[src/rtl/sha256_const_fetch.sv]
// Constant-fetch engine: reads big-endian H/K words from LANES byte-wide EEPROMs
// sharing one address bus and hands them out over a valid/ready port.
module sha256_const_fetch #(
  parameter int unsigned LANES       = 4,
  parameter int unsigned ADDR_W      = 13,
  parameter int unsigned WAIT_CYCLES = 2,
  parameter int unsigned WORDS       = 72
) (
  input  logic                  clk,
  input  logic                  rst_n,
  input  logic                  req,
  input  logic [ADDR_W-1:0]     index,
  input  logic [6:0]            count,
  output logic                  busy,
  output logic                  err,
  output logic                  out_valid,
  input  logic                  out_ready,
  output logic [LANES*8-1:0]    out_data,
  output logic [ADDR_W-1:0]     out_idx,
  output logic                  done,
  output logic [ADDR_W-1:0]     rom_a,
  output logic                  rom_ce_n,
  output logic                  rom_oe_n,
  output logic                  rom_we_n,
  input  logic [LANES*8-1:0]    rom_d
);

  localparam int unsigned WCW = (WAIT_CYCLES > 0) ? $clog2(WAIT_CYCLES + 1) : 1;
  localparam logic [ADDR_W:0]   WORDS_W = (ADDR_W + 1)'(WORDS);
  localparam logic [WCW-1:0]    WAIT_W  = WCW'(WAIT_CYCLES);

  typedef enum logic [1:0] {IDLE, ACCESS, HOLD} state_t;

  state_t             state, state_nx;
  logic [WCW-1:0]     wcnt;
  logic [ADDR_W-1:0]  cur_idx;
  logic [6:0]         remain;
  logic [ADDR_W:0]    span;
  logic               bad_req;
  logic               acc_last;
  logic               hs;
  logic               last_hs;

  // One extra bit keeps index+count from wrapping past the table end.
  assign span     = {1'b0, index} + (ADDR_W + 1)'(count);
  assign bad_req  = (count == '0) || (span > WORDS_W);
  assign acc_last = (state == ACCESS) && (wcnt == WAIT_W);
  assign hs       = (state == HOLD) && out_valid && out_ready;
  assign last_hs  = hs && (remain == 7'd1);

  assign busy     = (state != IDLE);
  assign rom_we_n = 1'b1;

  always_ff @(posedge clk or negedge rst_n) begin
    if (!rst_n) state <= IDLE;
    else        state <= state_nx;
  end

  always_comb begin
    state_nx = state;
    case (state)
      IDLE:    if (req && !bad_req) state_nx = ACCESS;
      ACCESS:  if (acc_last)        state_nx = HOLD;
      HOLD:    if (hs)              state_nx = last_hs ? IDLE : ACCESS;
      default:                      state_nx = IDLE;
    endcase
  end

  always_ff @(posedge clk or negedge rst_n) begin
    if (!rst_n) begin
      err       <= 1'b0;
      done      <= 1'b0;
      out_valid <= 1'b0;
      out_data  <= '0;
      out_idx   <= '0;
      rom_a     <= '0;
      rom_ce_n  <= 1'b1;
      rom_oe_n  <= 1'b1;
      wcnt      <= '0;
      cur_idx   <= '0;
      remain    <= '0;
    end else begin
      err  <= (state == IDLE) && req && bad_req;
      done <= last_hs;
      case (state)
        IDLE: begin
          if (req && !bad_req) begin
            cur_idx  <= index;
            remain   <= count;
            rom_a    <= index;
            rom_ce_n <= 1'b0;
            rom_oe_n <= 1'b0;
            wcnt     <= '0;
          end
        end
        ACCESS: begin
          if (acc_last) begin
            // Lane 0 already sits in the top byte, so the bus is the word.
            out_data  <= rom_d;
            out_idx   <= cur_idx;
            out_valid <= 1'b1;
            rom_ce_n  <= 1'b1;
            rom_oe_n  <= 1'b1;
          end else begin
            wcnt <= wcnt + 1'b1;
          end
        end
        HOLD: begin
          if (hs) begin
            out_valid <= 1'b0;
            remain    <= remain - 7'd1;
            if (!last_hs) begin
              cur_idx  <= cur_idx + 1'b1;
              rom_a    <= cur_idx + 1'b1;
              rom_ce_n <= 1'b0;
              rom_oe_n <= 1'b0;
              wcnt     <= '0;
            end
          end
        end
        default: ;
      endcase
    end
  end

endmodule

[config.mk]
export PLATFORM = sky130hd
export DESIGN_NAME = sha256_const_fetch
export DESIGN_NICKNAME = d
export VERILOG_FILES = /design/src/rtl/sha256_const_fetch.sv
export SDC_FILE = /design/constraint.sdc
export NUM_CORES = 1
export LEC_CHECK = 0
export BUFFER_PORTS_ARGS = -buffer_cell sky130_fd_sc_hd__buf_2
export CAP_MARGIN = 30
export CORE_UTILIZATION = 52
export CTS_CLUSTER_DIAMETER = 120
export DETAILED_ROUTE_END_ITERATION = 7
export HOLD_SLACK_MARGIN = 0.08
export PLACE_DENSITY_LB_ADDON = 0.1
export SLEW_MARGIN = 20
export SYNTH_ARGS = -nofsm -noshare
export SYNTH_HDL_FRONTEND = slang
export SYNTH_SLANG_ARGS = --single-unit
[constraint.sdc]
create_clock -name clk -period 2.09 [get_ports clk]
set_clock_uncertainty 0.05 [all_clocks]
set_input_delay 0.3135 -clock clk [delete_from_list [all_inputs] [get_ports clk]]
set_output_delay 0.3135 -clock clk [all_outputs]
set_load 0.05 [all_outputs]
# [Yosys cells after proc, flatten, opt, wreduce, memory -nomap -nowiden]
# Cells that the tools add are included.
[word_totals] input_bits=56 ff_bits=73 elab_cells=70 out_inout_bits=65
[op_classes] n_eq_ne=9 n_addsub=4 reduce_logical=22 mux=24 order_cmp=1
[ops] operator="$mux W13" n=3
[ops] operator="$pmux W13 S2" n=1
[ops] operator="$add A13 B7 Y14" n=1
[ops] operator="$gt A14 B7 Y1 const B" n=1
[ops] operator="$mux W2" n=7
[ops] operator="$mux W7" n=2
[ops] operator="$pmux W7 S2" n=1
[ops] operator="$add A13 B1 Y13 const B" n=1
[ops] operator="$pmux W2 S3" n=2
[ops] operator="$ne A2 B2 Y1 const B" n=5
[ops] operator="$reduce_and A5 Y1" n=2
[ops] operator="$reduce_and A3 Y1" n=3
[ops] operator="$eq A7 B1 Y1 const B" n=1
[ops] operator="$logic_and A1 B1 Y1" n=7
[ops] operator="$logic_not A7 Y1" n=1
[ops] operator="$sub A7 B1 Y7 const B" n=1
[ops] operator="$mux W1" n=6
[ops] operator="$reduce_bool A2 Y1" n=3
[ops] operator="$eq A2 B2 Y1 const B" n=2
[ops] operator="$reduce_and A4 Y1" n=1
[ops] operator="$pmux W1 S3" n=1
[ops] operator="$reduce_bool A3 Y1" n=1
[ops] operator="$add A2 B1 Y2 const B" n=1
[ops] operator="$eq A2 B1 Y1 const B" n=1
[ops] operator="other kinds (5)" n=5

# [Logic depth before layout (Yosys ltp)]
[logic_depth] ltp_word=7 depth_mapped=12

# [Worst setup path after synthesis]
# Ideal clock, no wire load.
[synth_timing] path_type="in2reg" startpoint="in index[0]" endpoint="reg cur_idx[1]" stages=11 t_required_ns=1.912 t_arrival_ns=2.768 setup_time_ns=0.128 slack_ns=-0.856 path_buffers=0 path_cell_list="ha_1 > inv_1 > fa_1 > nand2b_1 > a21o_1 > a311oi_2 > a21oi_1 > a211oi_4 > nand4b_2 > a21oi_4 > mux2_1"
[synth_via] elab_chain_len=7
[synth_lines] element="start: declaration" line_no="12" source="input logic [ADDR_W-1:0] index,"
[synth_lines] element="$add A13 B7 Y14" line_no="45" source="assign span = {1'b0, index} + (ADDR_W + 1)'(count);"
[synth_lines] element="$gt A14 B7 Y1" line_no="46" source="assign bad_req = (count == '0) || (span > WORDS_W);"
[synth_lines] element="$logic_or A1 B1 Y1" line_no="46"
[synth_lines] element="$logic_not A1 Y1" line_no="87" source="if (req && !bad_req) begin"
[synth_lines] element="$logic_and A1 B1 Y1" line_no="87"
[synth_lines] element="$ne A2 B2 Y1 (no source line)"
[synth_lines] element="$reduce_and A4 Y1 (no source line)"
[synth_lines] element="end signal: assignment" line_no="88" source="cur_idx <= index;"
[synth_lines] element="end signal: assignment" line_no="113" source="cur_idx <= cur_idx + 1'b1;"
[synth_lines] element="end: declaration" line_no="36" source="logic [ADDR_W-1:0] cur_idx;"
# No other way between the ends.
# A chain may end at the register's enable or synchronous reset.

# [Worst setup path after layout]
[layout_timing] startpoint="in count[1]" endpoint="reg cur_idx[1]"
[layout_via] elab_chain_len=7 word_cells_on_any_way=8
[layout_lines] element="start: declaration" line_no="13" source="input logic [6:0] count,"
[layout_lines] element="$add A13 B7 Y14" line_no="45"
[layout_lines] element="$gt A14 B7 Y1" line_no="46"
[layout_lines] element="$logic_or A1 B1 Y1 *" line_no="46"
[layout_lines] element="$logic_not A1 Y1 *" line_no="87"
[layout_lines] element="$logic_and A1 B1 Y1 *" line_no="87"
[layout_lines] element="$ne A2 B2 Y1 (no source line) *"
[layout_lines] element="$reduce_and A4 Y1 (no source line) *"
# Every way passes the cells marked *; elsewhere a longest branch is shown, timed or not.

==> summary.txt <==
outcome -> finished with violations
failing checks -> negative setup slack
Hold Crit Depth -> 2
Crit path arrival time -> 2.76 ns
num rows -> 31
synthesized cell area -> 0.003951 mm^2
Synth Warn # -> 0
Critical Path, Cell by Cell -> buf_2 -> inv_1 -> fa_2 -> nand2b_4 -> a21o_1 -> a311oi_2 -> a21oi_2 -> a211oi_4 -> nand4b_4 -> a21oi_4 -> mux2_4
Fmax achieved -> 389.0 MHz
worst r2r src -> remain[4]
sequential fraction of the synthesis area -> 46.26%
drt drc -> 0
DRT Pass-1 Iters -> 5
# IOs -> 121
Slew Limit Headroom -> 63.64%
Distinct cells, synth -> 66
GRT Residual Overflow -> 0
dpl hpwl -> 7.757 mm
chip height -> 89.17 um
syn_area_per_cell -> 10.92 um^2
P_sw -> 3356 uW
IO buf count -> 119
max-cap violations -> 0
R2R Path End -> cur_idx[3]
core area -> 0.007292 mm^2
register share of total power -> 32.5%
Async SR Flop Fraction -> 100.0%
WHS -> 0.1416 ns
routability cong. -> 0.9014
first-pass GRT wire length -> 15.72 mm
Critical Path End Type -> flip-flop
top_reg_cell synth -> dfrtp_1
fin crit period -> 2.571 ns
Clock Latency Late Sink -> 0.35 ns
number of global-route vias before repair -> 3355
H-tree depth -> 3
CTS Buf Count -> 9
startpoint types -> primary input
Logic pwr share -> 53.6%
switch share -> 48.72%
Final Hold Vio Count -> 0
period utilisation layout -> 123.0%
worst setup path class -> in -> reg
share of cells above drive strength 1 -> 54.45%
initial cell density of the core -> 54.19%
largest net degree at the start of global routing -> 48
Peak VDD IR -> 0.0005666 V
Clock Power Share -> 14.0%
RSZ-0062 raised after global routing -> true
post-synth top area cell -> dfrtp_1
top cells by area, synth -> dfrtp_1 46%, mux2_2 13%, ha_1 3.5%
endpoints failing setup -> 24
Avg WL per Cell -> 15.87 um
Worst-path clk slew -> 0.08 ns
ANT cells -> 0
final setup margin -> -0.4810 ns
layout net count -> 614
CTS tree -> built
Req. time, crit path -> 2.28 ns
crit path max fanout -> 6
DRT antenna net count -> 0
drt initial violations -> 190
WL final -> 10.32 mm
Area Growth Syn to Fin -> 40.56%
Tot GR Track Use -> 26.20%
top cell type's share of synthesized area -> 45.60%
DIE AREA -> 0.007951 mm^2
EDFF count, synth -> 0
Num Clock Sinks -> 73
leakage -> 0.002702 uW
vias -> 3625
cell area power density -> 1240 mW/mm^2
Worst R2R Setup Slack -> 0.03 ns
pre-CTS setup slack -> -0.9774 ns
Crit-path slowest cell -> a211oi_4
initial antenna violation count -> 0
worst-margin pin slew -> 0.5404 ns
Int Pwr -> 3532 uW
Syn Inst Count -> 362
HP Start -> rom_d[17]
Min-Delay Endpoint -> out_data[17]
slowest stage delay, CP -> 0.37 ns
max-slew violations -> 0
Synth Register Bits -> 73
Net Count, Synth -> 430
die width -> 89.17 um
vias per cell -> 5.577
Worst R2R Path Depth -> 7
Max clock buf depth -> 2
Min-Delay Path Class -> in -> reg
CTS Root Cell -> clkbuf_8
-- per-stage QoR --
| stage | area [um^2] | power [uW] | util, % | setup TNS [ns] | cells |
|---|---|---|---|---|---|
| after floorplan | 4005 | 4861 | - | -13.09 | 362 |
| final | 5554 | 6888 | 76.17 | -9.527 | 650 |
| after global routing | 5554 | 7273 | 76.17 | -11.94 | 650 |
| after CTS | 5441 | 6853 | 74.62 | -8.726 | 647 |
| after global placement | 5137 | 5725 | 70.45 | -20.29 | 623 |
| after detailed placement | 5137 | 5834 | 70.45 | -21.59 | 623 |
-- worst max-delay path by stage --
stage / start / end / slack (ns)
3_5_place_dp: index[0] / remain[3] / -0.98
3_3_place_gp: index[0] / cur_idx[1] / -0.89
4_1_cts: count[0] / remain[3] / -0.43
6_report: count[1] / cur_idx[1] / -0.48
2_1_floorplan: index[0] / cur_idx[1] / -0.64
5_1_grt: index[3] / cur_idx[1] / -0.59
-- registers in the layout (all words and copies together), names as in the netlist --
| register | cells |
|---|---|
| err | 1 |
| cur_idx | 13 |
| done | 1 |
| out_data | 32 |
| wcnt | 2 |
| remain | 7 |
| state | 2 |
| rom_oe_n | 1 |
| out_idx | 13 |
| out_valid | 1 |
-- repair_timing --
item                                    4_1_cts  5_1_grt
hold buffers                                  1        0
pin swaps                                    12       15
hold endpoints to repair                     35        0
setup buffers                                 8        3
endpoints found under the setup margin       25       25
resized for setup                            21       20
gates cloned                                  0        1
-- layer usage --
| metal | GRT usage (%) | wire length, um | vias to the layer above |
|---|---|---|---|
| li1 | - | - | 1718 |
| met1 | 32.78 | 4349 | 1762 |
| met2 | 44.83 | 5249 | 131 |
| met3 | 5.817 | 569 | 14 |
| met4 | 9.235 | 149 | 0 |
| met5 | 0 | 0 | - |
-- layout by cell type, fill, tap and decap left out, types with 5 or more instances in the layout --
cell and count:
a21oi_1 17, a22o_1 6, ha_1 7, buf_6 5
buf_2 116, nor2_1 16, buf_4 68, inv_1 13
nand2_1 24, a31oi_1 5, a22oi_2 7, clkbuf_8 9
nand3_1 8, o211ai_1 6, o21ai_0 13, mux2_2 45
dfrtp_1 72
-- Yosys cell counts (5+ instances only) --
cell	instances
a21oi_1	20
a22o_1	6
a22oi_1	7
a2bb2oi_1	5
a31oi_1	5
clkbuf_1	12
dfrtp_1	72
ha_1	11
inv_1	15
mux2_2	45
nand2_1	24
nand3_1	8
nor2_1	18
nor4_1	5
o211ai_1	6
o21ai_0	13
-- critical path: cells and delay by family --
family	cells	cell delay [ns]
simple gates	2	0.34
buf+inv	2	0.22
compound gates	5	1.19
mux	1	0.32
fa+ha+maj	1	0.36
-- cell type report --
type                       instances  area, um^2
multi-input combinational        253        2148
sequential                        73        1828
fill                             529        1738
timing repair buffer             194        1227
clock buffer                      10       127.6
tap                               99       123.9
inverter                          15       56.30
clock inverter                     6       42.54
-- power by group through the flow --
stage	Combinational, uW	Clock, uW	Sequential [uW]
3_3_place_gp	3510	0	2220
4_1_cts	3630	988	2230
5_1_grt	3910	1050	2310
6_report	3690	964	2240
2_1_floorplan	1150	0	3710
3_5_place_dp	3580	0	2260
-- cells by family (layout without fill, tap and decap cells) --
logic type / Yosys count / after routing / synth area share, %
buf+inv: 36 / 225 / 4.084
other cells: 1 / 1 / 0.09491
xor+xnor: 4 / 4 / 0.8865
compound gates: 96 / 96 / 18.02
flops: 73 / 73 / 46.26
fa+ha+maj: 12 / 12 / 3.990
mux: 49 / 49 / 13.87
simple gates: 91 / 91 / 12.79
Note: power is estimated with default switching activity, not from simulation.
